## src/rtl/mdr_mem_if_pkg.sv

```systemverilog
// Shared definitions for the MAR/MDR memory-interface stage: default widths
// and the handshake FSM state encoding.
package mdr_mem_if_pkg;

  localparam int MIF_DATA_W = 32;
  localparam int MIF_ADDR_W = 9;

  typedef enum logic [1:0] {
    MIF_IDLE    = 2'd0,
    MIF_RD_WAIT = 2'd1,
    MIF_WR_WAIT = 2'd2
  } mifState_e;

endpackage

```

## src/rtl/mdr_mem_if_mdr_reg.sv

```systemverilog
// Memory data register: clearable, load-enabled, with the source chosen
// between the datapath bus and the memory read data.
module mdr_reg
  import mdr_mem_if_pkg::*;
#(
  parameter int DATA_W = MIF_DATA_W
) (
  input  logic              clock_i,
  input  logic              clear_i,
  input  logic              loadEn_i,
  input  logic              selMem_i,
  input  logic [DATA_W-1:0] busData_i,
  input  logic [DATA_W-1:0] memData_i,
  output logic [DATA_W-1:0] mdr_o
);

  logic [DATA_W-1:0] mdr_q, mdr_d;

  always_comb begin
    mdr_d = mdr_q;
    if (loadEn_i) begin
      mdr_d = selMem_i ? memData_i : busData_i;
    end
  end

  always_ff @(posedge clock_i) begin
    if (clear_i) begin
      mdr_q <= '0;
    end else begin
      mdr_q <= mdr_d;
    end
  end

  assign mdr_o = mdr_q;

endmodule

```

## src/rtl/mdr_mem_if.sv

```systemverilog
// Memory-interface stage: owns MAR and MDR and runs a req/ack handshake with
// word memory, with a bounded wait and busy/done/err status for control.
module mdr_mem_if
  import mdr_mem_if_pkg::*;
#(
  parameter int DATA_W   = MIF_DATA_W,
  parameter int ADDR_W   = MIF_ADDR_W,
  parameter int MAX_WAIT = 15
) (
  input  logic              clock,
  input  logic              clear,
  input  logic [DATA_W-1:0] BusMuxOut,
  input  logic              MARin,
  input  logic              MDRin,
  input  logic              Read,
  input  logic              Write,
  output logic [DATA_W-1:0] BusMuxIn_MDR,
  output logic [ADDR_W-1:0] mem_addr,
  output logic [DATA_W-1:0] mem_wdata,
  output logic              mem_rd_req,
  output logic              mem_wr_req,
  input  logic [DATA_W-1:0] mem_rdata,
  input  logic              mem_ack,
  output logic              busy,
  output logic              done,
  output logic              err
);

  localparam int CNT_W = $clog2(MAX_WAIT + 1);
  localparam logic [CNT_W-1:0] LAST_WAIT = CNT_W'(MAX_WAIT - 1);

  mifState_e         state_q, state_d;
  logic [ADDR_W-1:0] mar_q, mar_d;
  logic [CNT_W-1:0]  waitCnt_q, waitCnt_d;
  logic              done_q, done_d;
  logic              err_q, err_d;
  logic              rdReq_q, wrReq_q, busy_q;
  logic              mdrLoad, mdrSelMem;
  logic [DATA_W-1:0] mdrValue;

  mdr_reg #(.DATA_W(DATA_W)) u_mdr (
    .clock_i   (clock),
    .clear_i   (clear),
    .loadEn_i  (mdrLoad),
    .selMem_i  (mdrSelMem),
    .busData_i (BusMuxOut),
    .memData_i (mem_rdata),
    .mdr_o     (mdrValue)
  );

  always_comb begin
    state_d   = state_q;
    mar_d     = mar_q;
    waitCnt_d = waitCnt_q;
    done_d    = 1'b0;
    err_d     = 1'b0;
    mdrLoad   = 1'b0;
    mdrSelMem = 1'b0;
    case (state_q)
      MIF_IDLE: begin
        if (MARin) begin
          mar_d = BusMuxOut[ADDR_W-1:0];
        end
        if (MDRin && !Read) begin
          mdrLoad = 1'b1;
        end
        // A conflicting Read&Write starts nothing and only reports an error.
        if (Read && Write) begin
          err_d = 1'b1;
        end else if (MDRin && Read) begin
          state_d   = MIF_RD_WAIT;
          waitCnt_d = '0;
        end else if (Write) begin
          state_d   = MIF_WR_WAIT;
          waitCnt_d = '0;
        end
      end
      MIF_RD_WAIT, MIF_WR_WAIT: begin
        if (mem_ack) begin
          mdrLoad   = (state_q == MIF_RD_WAIT);
          mdrSelMem = 1'b1;
          state_d   = MIF_IDLE;
          done_d    = 1'b1;
        end else if (waitCnt_q == LAST_WAIT) begin
          state_d = MIF_IDLE;
          err_d   = 1'b1;
        end else begin
          waitCnt_d = waitCnt_q + 1'b1;
        end
      end
      default: begin
        state_d = MIF_IDLE;
      end
    endcase
  end

  // Request and busy flags are registered from the next state so they line
  // up with the state register and never depend combinationally on inputs.
  always_ff @(posedge clock) begin
    if (clear) begin
      state_q   <= MIF_IDLE;
      mar_q     <= '0;
      waitCnt_q <= '0;
      done_q    <= 1'b0;
      err_q     <= 1'b0;
      rdReq_q   <= 1'b0;
      wrReq_q   <= 1'b0;
      busy_q    <= 1'b0;
    end else begin
      state_q   <= state_d;
      mar_q     <= mar_d;
      waitCnt_q <= waitCnt_d;
      done_q    <= done_d;
      err_q     <= err_d;
      rdReq_q   <= (state_d == MIF_RD_WAIT);
      wrReq_q   <= (state_d == MIF_WR_WAIT);
      busy_q    <= (state_d != MIF_IDLE);
    end
  end

  assign BusMuxIn_MDR = mdrValue;
  assign mem_wdata    = mdrValue;
  assign mem_addr     = mar_q;
  assign mem_rd_req   = rdReq_q;
  assign mem_wr_req   = wrReq_q;
  assign busy         = busy_q;
  assign done         = done_q;
  assign err          = err_q;

endmodule

```

## config.mk

```make
export PLATFORM = sky130hd
export DESIGN_NAME = mdr_mem_if
export DESIGN_NICKNAME = d
export VERILOG_FILES = /design/src/rtl/mdr_mem_if_pkg.sv /design/src/rtl/mdr_mem_if_mdr_reg.sv /design/src/rtl/mdr_mem_if.sv
export SDC_FILE = /design/constraint.sdc
export NUM_CORES = 1
export LEC_CHECK = 0
export BUFFER_PORTS_ARGS = -buffer_cell sky130_fd_sc_hd__buf_4
export CORE_MARGIN = 2
export CORE_UTILIZATION = 49
export CTS_BUF_LIST = sky130_fd_sc_hd__clkbuf_4
export CTS_CLUSTER_SIZE = 24
export DETAILED_ROUTE_END_ITERATION = 7
export GPL_ROUTABILITY_DRIVEN = 0
export PLACE_DENSITY = 0.95
export SLEW_MARGIN = 40
export SYNTH_ARGS = -nofsm -noshare
export SYNTH_HDL_FRONTEND = slang
export SYNTH_SLANG_ARGS = --single-unit
```

## constraint.sdc

```tcl
create_clock -name clock -period 5.8 [get_ports clock]
set_clock_uncertainty 0.1 [all_clocks]
set_input_delay 1.16 -clock clock [delete_from_list [all_inputs] [get_ports clock]]
set_output_delay 1.16 -clock clock [all_outputs]
set_load 0.01 [all_outputs]
```

# After elaboration in Yosys (flattened, before gate mapping)

Cells that the tools add are included.

Input bits: 71
Bits in latches: 0
Memory bits (writable): 0
Bits in read-only memories: 0
Register bits: 52
Memories: 0
Output and inout port bits: 78

Order comparisons: 0
Bitwise gates (word level): 0
Multipliers: 0
Add/sub/neg operators: 1
Equal/unequal tests: 9
Reductions and logical operators: 10
Muxes and demuxes: 22
Div/mod/pow operators: 0
Shifts and indexed selects: 0

Operator list:

| cell                                                             | number |
|---|---|
| 32-bit 2-to-1 mux                                                | 1 |
| 4-bit 2-to-1 mux                                                 | 5 |
| 2-bit 2-to-1 mux                                                 | 5 |
| 4-bit one-hot mux with 2 select lines                            | 1 |
| 1-bit 2-to-1 mux                                                 | 7 |
| 2-bit inequality test (second input constant)                    | 3 |
| 5-bit AND reduction                                              | 1 |
| 4-bit by 1-bit adder with 4-bit output (second input constant)   | 1 |
| 2-bit by 1-bit == test with 1-bit output (second input constant) | 2 |
| 2-bit == test (second input constant)                            | 2 |
| 4-bit == test (second input constant)                            | 1 |
| 1-bit one-hot mux with 2 select lines                            | 2 |
| 2-bit one-hot mux with 2 select lines                            | 1 |
| 2-bit nonzero test                                               | 2 |
| 1-bit logical AND                                                | 3 |
| 3-bit inequality test (second input constant)                    | 1 |
| 2-bit logical NOT                                                | 1 |
| 2-bit AND reduction                                              | 1 |
| 2-bit OR reduction                                               | 1 |
| 1-bit logical NOT                                                | 1 |

# Logic depth before layout (Yosys ltp)

Gate-level depths: netlist (run 1).

Depth in word-level cells: 5
Gate-level depth with buffers: 8

# Hierarchy

Synthesis (run 1) repeated with hierarchy kept, for this count alone.

Cells, all modules: 287
Area total of the unflattened synthesis: 2648.8 um^2

Modules (own cells, without submodules):

| module     | instances | cells an instance | area each (um^2) |
|---|---|---|---|
| mdr_reg    | 1         | 142               | 1437.6 |
| mdr_mem_if | 1         | 145               | 1211.2 |

# Worst setup path before layout (run 1)

Ideal clock, no wire load.

Path type: input to register
From: input mem_ack
To: register waitCnt_q[2]
Stages: 5
Setup slack: 3.406 ns
Required time: 5.630 ns
Path buffers: 1
Arrival: 2.224 ns
Cell sequence: buf_2 a31oi_1 mux2i_1 or4_1 a21oi_1

Longest elaborated chain between the ends: 2

Ends and longest elaborated chain:

| item                                   | line              | text |
|---|---|---|
| from (decl)                            | mdr_mem_if.sv:23  | `input logic mem_ack,` |
| 2-bit inequality test (no source line) | n/a               |  |
| 5-bit AND reduction (no source line)   | n/a               |  |
| to (signal assigned)                   | mdr_mem_if.sv:112 | `waitCnt_q <= waitCnt_d;` |
| to (decl)                              | mdr_mem_if.sv:34  | `logic [CNT_W-1:0] waitCnt_q, waitCnt_d;` |

Every way passes these cells.
A chain may end at the register's enable or synchronous reset.

# Worst setup path in the final report (run 1)

From: input mem_ack
To: register u_mdr.mdr_q[15], in the netlist u_mdr.mdr_o[15]

Longest elaborated chain between the ends: 3
Elaborated cells between the ends (all ways): 5

Ends and longest elaborated chain:

| item                 | line                     | text |
|---|---|---|
| 1-bit 2-to-1 mux     | mdr_mem_if.sv:79         | `if (mem_ack) begin` |
| 1-bit 2-to-1 mux     | n/a                      |  |
| 32-bit 2-to-1 mux    | mdr_mem_if_mdr_reg.sv:22 | `mdr_d = selMem_i ? memData_i : busData_i;` |
| to (signal assigned) | mdr_mem_if_mdr_reg.sv:30 | `mdr_q <= mdr_d;` |
| to (decl)            | mdr_mem_if_mdr_reg.sv:17 | `logic [DATA_W-1:0] mdr_q, mdr_d;` |

Parallel ways exist; a longest one is shown, timed or not.

==> impl_metrics.toml, run 1 <==
[status]
status = "finished, final reports clean"

[clocking]
hold_buffers = 0
insertion_delay_ns = 0.36
ctsRootBufferMaster = "clkbuf_4"
htree_levels = 2
post_cts_resized = 0
cts_buffer_depth = 2
cts_tree = "yes"
clock_sinks = 52
cts_setup_buffers = 0
cts_made_buffers = 5
clk_pin_slew_worst_paths_ns = 0.15

[cells_and_area]
antenna_cells = 0
areaGrowthSynthToFinish_pct = 36.5
drive_above_1_share = 0.382
final.fill_count = 425
final_core_util = 0.694
multiInputGateArea_mm2 = 0.00119
nets = 499
ff_latch_area_mm2 = 0.00104

[drt]
dr.pass1.iters = 4
num_vias = 2680
dr.first_iter.drc_count = 135
routedWlPerCell_um = 14.5
finalWirelength_um = 7160
final_antenna_net_count = 0
drcViolationCount = 0
viasPerCell = 5.43

[grt]
grt_pass1_wl_um = 11600
antenna_found_initial = 0
overflow = 0
met1_usage = 0.274
grt_max_degree = 51
track_usage = 0.237
grt_use_met2 = 0.429
grt_pass1_vias = 2530
met3_usage = 0.0553
gr-max-usage-layer = "met2"

[timing]
min_period_over_period = 0.491
rsz0062_at_grt = "no"
fin_crit_ns = 2.85
timing.hold.ws_ns = 0.368
finalSetupTns_ns = 0
max_freq_mhz = 351
slew_viol_final = 0
tightest_slew_ns = 0.692
worst_slew_margin_rel = 0.538
timing_hold_violations_final = 0
setup_violations = 0

[synth]
synth_top_area_cell = "dfxtp_1"
synthCells = 325
ys_seq_area_frac = 0.401
synth_nets = 401
synth.area.top_cells = "dfxtp_1 40%, a311oi_1 11%, buf_4 9.3%, nand3_1 8.5%, nand2_1 6.8%"
yosysUniqueCellTypes = 37
ys_ff_latch = 52
yosys_warnings = 0
synth_top_area_share = 0.401
syn_avg_cell_area_um2 = 7.98
syn_area_mm2 = 0.00259

[worst_setup_path]
cp_cell_sequence = "buf_4 -> nand2_1 -> a21oi_4 -> buf_4 -> nor2_1 -> a311oi_1"
endpoint_kind = "flip-flop"
rrSetupSlack_ns = 3.10
timing.rr.end = "u_mdr.mdr_o[15]"
crit_fanout = 36
crit_required_ns = 5.98
worstSetupPathType = "input port to flip-flop"
r2r-start = "state_q[0]"
reg2reg_depth = 7
cp.arrival_ns = 3.03
cpMostUsedCell = "buf_4"
crit_slowest_cell = "a21oi_4"
start_kind = "input port"
critical_path.max_stage_delay_ns = 0.59

[floorplanning]
io_pins = 149
die_h_um = 76.8
start_util = 0.508
dieArea_mm2 = 0.00589
core_area_mm2 = 0.00511
num_rows = 26
die_w_um = 76.8

[power_and_ir_drop]
p_leak_nw = 1.63
power.total_uw = 881
power.density_mw_per_mm2 = 249
irDropWorstVdd_v = 0.000140

[min_path]
hp-class = "flip-flop to flip-flop"
hold_path_end = "mem_addr[1]"
holdCritStartpoint = "mem_addr[1]"
min_delay_path_depth = 2

[place]
port_buffers = 148
dp_hpwl_um = 5250

[flow_run]
maxCapViolCount = 0
==> synthesized netlist by cell type <==
cell        n
dfxtp_1    52
nand2_1    47
nand3_1    44
nor2_1     36
a311oi_1   32
buf_4      32
clkbuf_1   19
a21oi_1    13
inv_1       6
buf_2       5
ha_1        5
or4_1       4
a31oi_1     2
and3_1      2
nand2b_1    2
nand3b_1    2
o21ai_0     2
a2111oi_0   1
a211oi_1    1
a21oi_2     1
a32o_1      1
and2_1      1
and3_4      1
and3b_2     1
buf_1       1
buf_6       1
mux2_2      1
mux2i_1     1
nor3_1      1
nor4b_1     1
o211ai_1    1
o21ai_1     1
o221ai_1    1
o22ai_1     1
o31a_1      1
o31ai_1     1
or3_1       1
==> power breakdown <==
part / switching, mW / internal, mW
combinational: 0.134 / 0.130
sequential: 0.0229 / 0.388
clock: 0.116 / 0.0904
==> cells in the final DEF, fill, tap and decap left out, drive strengths merged, types with 3 or more instances in the layout <==
| cell type | instances |
|---|---|
| clkbuf | 5 |
| buf | 149 |
| ha | 5 |
| a21oi | 14 |
| or4 | 4 |
| nor2 | 36 |
| and3 | 3 |
| inv | 6 |
| o21ai | 3 |
| dfxtp | 52 |
| nand3 | 44 |
| a311oi | 32 |
| nand2 | 47 |
==> sequential cells by signal, summed over array words and instances, names as in the netlist <==
signal and cells:
err 1, mem_addr 9, mem_wr_req 1, done 1, mem_rd_req 1, state_q 2
busy 1, u_mdr.mdr_o 32, waitCnt_q 4
==> critical path, delay by kind of cell <==
family                 cells  cell delay (ns)
AND/OR/NAND/NOR            2             0.22
AO/OA/AOI/OAI              2             0.85
buffers and inverters      2             0.76
==> routing by layer <==
layer	up-vias	wire length, um
met5	-	0
met4	0	83
met3	8	567
met2	127	3610
met1	1230	2890
li1	1315	-
==> how the worst max path moves through the flow <==
stage                           end  cells after the start       start  slack, ns
finish              u_mdr.mdr_o[15]                      6     mem_ack       2.95
global route        u_mdr.mdr_o[19]                      6     mem_ack       2.82
CTS                 u_mdr.mdr_o[15]                      6     mem_ack       2.97
detailed placement  u_mdr.mdr_o[15]                      6     mem_ack       2.57
global placement     u_mdr.mdr_o[2]                      5  state_q[0]       2.62
floorplan              waitCnt_q[2]                      5     mem_ack       3.41
==> per-stage QoR <==
stage          instance area, um2  setup slack, ns  cells
6_report                     3540             2.95    494
5_1_grt                      3540             2.82    494
4_1_cts                      3540             2.97    494
3_5_place_dp                 3460             2.57    486
3_3_place_gp                 3460             2.62    486
2_1_floorplan                2590             3.41    325
==> area by class of cell <==
class / count / share of cell area
timing repair buffer: 149 / 0.316
clock buffer: 5 / 0.0106
clock inverter: 3 / 0.0120
tap: 70 / 0.0247
multi-input combinational: 209 / 0.337
inverter: 6 / 0.00636
sequential: 52 / 0.294
==> cell families (layout without fill, tap and decap cells) <==
family	after synthesis	count (layout)	share of synthesized area
AOI/OAI and AO/OA	59	59	0.172
adders and majority gates	5	5	0.0241
buffers and inverters	64	163	0.144
DFF	52	52	0.401
muxes	2	2	0.00820
and+or+nand+nor	143	143	0.250
Power figures use the tool's default switching activity.
==> inputs of run 2 (changes only) <==
--- a/config.mk
+++ b/config.mk
@@ -5,14 +5,15 @@
 export SDC_FILE = /design/constraint.sdc
 export NUM_CORES = 1
 export LEC_CHECK = 0
+export ABC_AREA = 1
 export BUFFER_PORTS_ARGS = -buffer_cell sky130_fd_sc_hd__buf_4
 export CORE_MARGIN = 2
-export CORE_UTILIZATION = 49
+export CORE_UTILIZATION = 42
 export CTS_BUF_LIST = sky130_fd_sc_hd__clkbuf_4
 export CTS_CLUSTER_SIZE = 24
 export DETAILED_ROUTE_END_ITERATION = 7
 export GPL_ROUTABILITY_DRIVEN = 0
-export PLACE_DENSITY = 0.95
+export PLACE_DENSITY = 0.88
 export SLEW_MARGIN = 40
 export SYNTH_ARGS = -nofsm -noshare
 export SYNTH_HDL_FRONTEND = slang
==> constraint.sdc (replaced) <==
create_clock -name clock -period 2.6 [get_ports clock]
set_clock_uncertainty 0.1 [all_clocks]
set_input_delay 0.52 -clock clock [delete_from_list [all_inputs] [get_ports clock]]
set_output_delay 0.52 -clock clock [all_outputs]
set_load 0.01 [all_outputs]
==> run 2 against run 1 <==
  * Combinational power is 130% higher
  * Register-to-register slack worse by 2.7 ns
  * Design area is 3.3% higher
  * Setup slack worse by 2.6 ns
  * Largest power group unchanged
  * Cell count is 19% higher
  * Area after synthesis is 4.0% higher
  * Non-clock buffer count is 4 higher
  * Critical path type is now flip-flop to flip-flop
  * Clock power is 81% higher
  * Synthesized cell count is 25% higher
  * Total power is 120% higher
==> impl_metrics.toml, run 2 <==
[worst_setup_path]
cp.arrival_ns = 2.40
critical_path_buf_inv_count = 2
worstSetupPathType = "flip-flop to flip-flop"
crit_fanout = 26
crit_required_ns = 2.79
start_kind = "flip-flop"
crit_slowest_cell = "ha_1"
endpoint_kind = "flip-flop"
critical_path.max_stage_delay_ns = 0.64
cp_cell_sequence = "inv_1 -> ha_1 -> nand2_2 -> buf_4 -> nand2_1 -> nand2_1 -> nor2_1 -> nor2_1"
cp_top_family = "adder cells"

[cells_and_area]
final.fill_count = 592
layout.cells.most_common_list = "153 x buf_4, 100 x nor2_1, 82 x nand2_1, 52 x dfxtp_1, 38 x nand3_1"
areaGrowthSynthToFinish_pct = 35.6
drive_above_1_share = 0.326
largest_reg_flops = 32
final_common_cell = "buf_4"
nets = 588
antenna_cells = 0

[synth]
yosys_warnings = 0
synth.area.top_cells = "dfxtp_1 39%, nor2_1 14%, nand2_1 11%, buf_4 8.9%, nand3_1 7.1%"
ys_seq_area_frac = 0.386
async_flop_share = 0
synth_nets = 481
synth_top_area_share = 0.386
synth_flop_cell = "dfxtp_1"
synth-edff-count = 0
syn_avg_cell_area_um2 = 6.66
synth_top_area_cell = "dfxtp_1"
yosysMostFrequentCell = "nor2_1"
yosysUniqueCellTypes = 21
syn_area_mm2 = 0.00270
synthTopCellsByCount = "100 x nor2_1, 82 x nand2_1, 52 x dfxtp_1"
synthCells = 405
ys_ff_latch = 52

[timing]
setup_slack_ns = 0.387
min_period_over_period = 0.851
slew_viol_final = 0
tightest_slew_ns = 0.556
fin_crit_ns = 2.21
max_freq_mhz = 452
timing_hold_violations_final = 0
setup_violations = 0
rsz0062_at_grt = "no"
finalSetupTns_ns = 0
worst_slew_margin_rel = 0.629

[power_and_ir_drop]
irDropWorstVdd_v = 0.000379
combPwrFrac = 0.317
sw_frac_of_total = 0.331
internal_power_mw = 1.28
power_switching_uw = 631
p_leak_nw = 1.97
pwr-share-seq = 0.487
clock_power_share = 0.196
power.density_mw_per_mm2 = 522

[clocking]
ctsRootBufferMaster = "clkbuf_4"
clk_pin_slew_worst_paths_ns = 0.15
cts_setup_buffers = 0
cts_buffer_depth = 2
htree_levels = 2
clock_sinks = 52
insertion_delay_ns = 0.37
post_cts_resized = 0
cts_made_buffers = 5
cts_tree = "yes"
hold_buffers = 0

[place]
pre_cts_ws_ns = 0.412
dp_hpwl_um = 5860
port_buffers = 148

[floorplanning]
core_area_mm2 = 0.00628
dieArea_mm2 = 0.00708
die_h_um = 84.1
io_pins = 149
num_rows = 29
die_w_um = 84.1
start_util = 0.430

[drt]
routedWlPerCell_um = 13.4
num_vias = 2926
finalWirelength_um = 7920
viasPerCell = 4.96
drcViolationCount = 0
dr.first_iter.drc_count = 158
dr.pass1.iters = 5
final_antenna_net_count = 0

[grt]
antenna_found_initial = 0
track_usage = 0.214
overflow = 0
grt_max_degree = 43
grt_pass1_wl_um = 12600
grt_pass1_vias = 2742

[min_path]
hp-class = "input port to flip-flop"

[flow_run]
maxCapViolCount = 0

[status]
status = "finished, final reports clean"
==> run 2: cell count changes in the layout (fill, tap and decap cells not counted), moves of 4 or more <==
| cell | before | now |
|---|---|---|
| nor2_1 | 36 | 100 |
| nand2_1 | 46 | 82 |
| o21ai_0 | 2 | 35 |
| a311oi_1 | 32 | 0 |
| o21ai_1 | 1 | 11 |
| inv_1 | 6 | 15 |
| a21oi_1 | 13 | 6 |
| nand3_1 | 44 | 38 |
| buf_4 | 149 | 153 |
| or4_1 | 4 | 0 |
==> run 2: stage by stage <==
step	utilization	std cells	hold slack (ns)	total power [mW]	instance area [um2]
floorplan	-	405	0.373	1.29	2700
global placement	0.573	582	0.366	1.53	3600
detailed placement	0.573	582	0.378	1.55	3600
CTS	0.583	590	0.221	1.92	3660
global route	0.583	590	0.214	2.03	3660
finish	0.583	590	0.231	1.91	3660
==> run 2: worst paths after layout <==
check                    from              to  slack (ns)  cells after the start
setup / recovery   state_q[0]  u_mdr.mdr_o[3]        0.39                      8
hold / removal          clear    waitCnt_q[2]        0.23                      2
hold reg to reg   mem_addr[0]     mem_addr[0]        0.40                      2
setup reg to reg   state_q[0]  u_mdr.mdr_o[3]        0.39                      8
==> run 2: power groups by stage <==
stage	combinational (mW)	clock, mW	sequential (mW)
floorplan	0.328	0	0.963
global placement	0.585	0	0.943
detailed placement	0.604	0	0.946
CTS	0.606	0.389	0.929
global route	0.664	0.422	0.939
finish	0.604	0.374	0.930
==> run 2: area by class of cell <==
type                    count  area, um2  share of cell area
flip-flops and latches     52       1040               0.285
multi-input cells         283       1250               0.341
clock inverters             2       16.3             0.00445
well taps                  77       96.3              0.0263
clock buffers               6       45.0              0.0123
repair buffers            153       1150               0.314
inverters                  17       63.8              0.0174
==> run 2: worst reg2reg max path, cell delays in order, from the launching register on <==
cell	delay [ns]
dfxtp_1	0.42
inv_1	0.08
ha_1	0.64
nand2_2	0.27
buf_4	0.30
nand2_1	0.10
nand2_1	0.06
nor2_1	0.10
nor2_1	0.06
==> run 2: logic make-up after synthesis <==
group,count (synthesis),synth area share
and+or+nand+nor,225,0.337
adders and majority gates,5,0.0232
buffers and inverters,70,0.152
AOI/OAI and AO/OA,53,0.103
DFF,52,0.386
==> run 2: routing by layer <==
metal / wire length [um] / global-route usage / vias up
met3: 545 / 0.0472 / 13
met1: 3110 / 0.248 / 1339
met5: 0 / 0 / -
met4: 131 / 0.0762 / 0
li1: - / - / 1460
met2: 4130 / 0.388 / 114
==> inputs of run 3 (changes only) <==
--- a/config.mk
+++ b/config.mk
@@ -14,6 +14,7 @@
 export DETAILED_ROUTE_END_ITERATION = 7
 export GPL_ROUTABILITY_DRIVEN = 0
 export PLACE_DENSITY = 0.88
+export RECOVER_POWER = 25
 export SLEW_MARGIN = 40
 export SYNTH_ARGS = -nofsm -noshare
 export SYNTH_HDL_FRONTEND = slang
==> run 3 against run 2 <==
  * Cell count is the same
  * Largest cell class unchanged
  * Critical path type unchanged
  * Flip-flop and latch count is the same
  * Clock power about the same
  * Critical path depth unchanged
  * Global-route usage is the same
  * Maximum frequency shrank 1.9%
  * Non-clock buffer count unchanged
  * Sequential share of layout area grew 0.97 points
  * Setup slack worse by 0.043 ns
  * Critical endpoint unchanged
  * Largest power group unchanged
==> impl_metrics.toml, run 3 (synthesis gave the netlist of run 2 again) <==
[drt]
top_layer_used = "met4"
final_antenna_net_count = 0
dr.pass1.iters = 4
finalWirelength_um = 7890
wl_met1_um = 3190
drcViolationCount = 0
dr.first_iter.drc_count = 171
dr_wl_met2_um = 4060
dr_wl_met3_um = 513
viasPerCell = 4.97
num_vias = 2933
routedWlPerCell_um = 13.4

[cells_and_area]
ff_latch_area_mm2 = 0.00104
largest_reg_flops = 32
final_common_cell = "buf_4"
final.fill_count = 621
fin_area_mm2 = 0.00354
layout.cells.most_common_list = "121 x buf_4, 100 x nor2_1, 82 x nand2_1, 52 x dfxtp_1, 38 x nand3_1"
final_cells = 590
nets = 588
areaGrowthSynthToFinish_pct = 31.2
drive_above_1_share = 0.263
final_core_util = 0.564
antenna_cells = 0
multiInputGateArea_mm2 = 0.00125

[grt]
antenna_found_initial = 0
track_usage = 0.214
grt_pass1_wl_um = 12600
grt_max_degree = 43
grt_pass1_vias = 2742
overflow = 0

[worst_setup_path]
start_kind = "flip-flop"
crit_slowest_cell = "ha_1"
crit_required_ns = 2.78
endpoint_kind = "flip-flop"
cp.arrival_ns = 2.44
worstSetupPathType = "flip-flop to flip-flop"
reg2reg_depth = 8
cp_cell_sequence = "inv_1 -> ha_1 -> nand2_2 -> buf_4 -> nand2_1 -> nand2_1 -> nor2_1 -> nor2_1"
r2r-start = "state_q[0]"
timing.rr.end = "u_mdr.mdr_o[3]"
crit_fanout = 26
critical_path.max_stage_delay_ns = 0.66
rrSetupSlack_ns = 0.34
crit_cells = 8
crit_start = "state_q[0]"
critical_path_buf_inv_count = 2
cp_top_family = "adder cells"

[floorplanning]
start_util = 0.430
dieArea_mm2 = 0.00708
num_rows = 29
die_h_um = 84.1
die_w_um = 84.1
io_pins = 149
core_area_mm2 = 0.00628

[timing]
tightest_slew_ns = 0.578
setup_violations = 0
rsz0062_at_grt = "no"
setup_slack_ns = 0.344
timing.hold.ws_ns = 0.231
finalSetupTns_ns = 0
worst_slew_margin_rel = 0.614
fin_crit_ns = 2.26
timing_hold_violations_final = 0
min_period_over_period = 0.868
max_freq_mhz = 443
slew_viol_final = 0

[clocking]
hold_buffers = 0
cts_made_buffers = 5
clk_pin_slew_worst_paths_ns = 0.15
cts_buffer_depth = 2
cts_tree = "yes"
htree_levels = 2
clock_sinks = 52
insertion_delay_ns = 0.37
post_cts_resized = 0
cts_setup_buffers = 0
ctsRootBufferMaster = "clkbuf_4"

[power_and_ir_drop]
combPwrFrac = 0.305
clock_power_share = 0.200
power_switching_uw = 630
internal_power_mw = 1.24
power.density_mw_per_mm2 = 529
p_leak_nw = 1.84
power.total_mw = 1.87
sw_frac_of_total = 0.336
pwr-share-seq = 0.496
irDropWorstVdd_v = 0.000380

[place]
pre_cts_ws_ns = 0.412
port_buffers = 148
place_inst = 582
dp_hpwl_um = 5860
postPlaceCellArea_mm2 = 0.00360

[status]
status = "finished, final reports clean"

[min_path]
min_delay_path_depth = 2
hp-class = "input port to flip-flop"
hold_path_end = "waitCnt_q[2]"
holdCritStartpoint = "clear"

[flow_run]
maxCapViolCount = 0
run 3: how the worst max path moves through the flow:
| stage | endpoint | slack (ns) |
|---|---|---|
| final | u_mdr.mdr_o[3] | 0.34 |
| after global routing | mem_wr_req | 0.11 |
| after CTS | u_mdr.mdr_o[23] | 0.38 |
| after detailed placement | u_mdr.mdr_o[3] | 0.41 |
| after global placement | u_mdr.mdr_o[21] | 0.49 |
| after floorplan | waitCnt_q[3] | 1.01 |
run 3: per-layer routing:
| metal | vias to the layer above | track usage |
|---|---|---|
| li1 | 1462 | - |
| met1 | 1347 | 0.248 |
| met2 | 111 | 0.388 |
| met3 | 13 | 0.0472 |
| met4 | 0 | 0.0762 |
| met5 | - | 0 |
run 3: worst register-to-register path: cells and delay by family (launching register included):
kind | cells | cell delay (ns)
simple gates | 5 | 0.60
flops | 1 | 0.42
buf+inv | 2 | 0.39
fa+ha+maj | 1 | 0.66
run 3: cell type report:
class | instances | area share
repair buffers | 153 | 0.291
multi-input cells | 283 | 0.353
well taps | 77 | 0.0272
clock inverters | 2 | 0.00460
inverters | 17 | 0.0180
clock buffers | 6 | 0.0127
flip-flops and latches | 52 | 0.294
run 3: power by group through the flow:
stage          sequential (mW)  clock [mW]  combinational (mW)
2_1_floorplan            0.963           0               0.328
3_3_place_gp             0.943           0               0.585
3_5_place_dp             0.946           0               0.604
4_1_cts                  0.929       0.389               0.606
5_1_grt                  0.938       0.422               0.630
6_report                 0.928       0.374               0.571
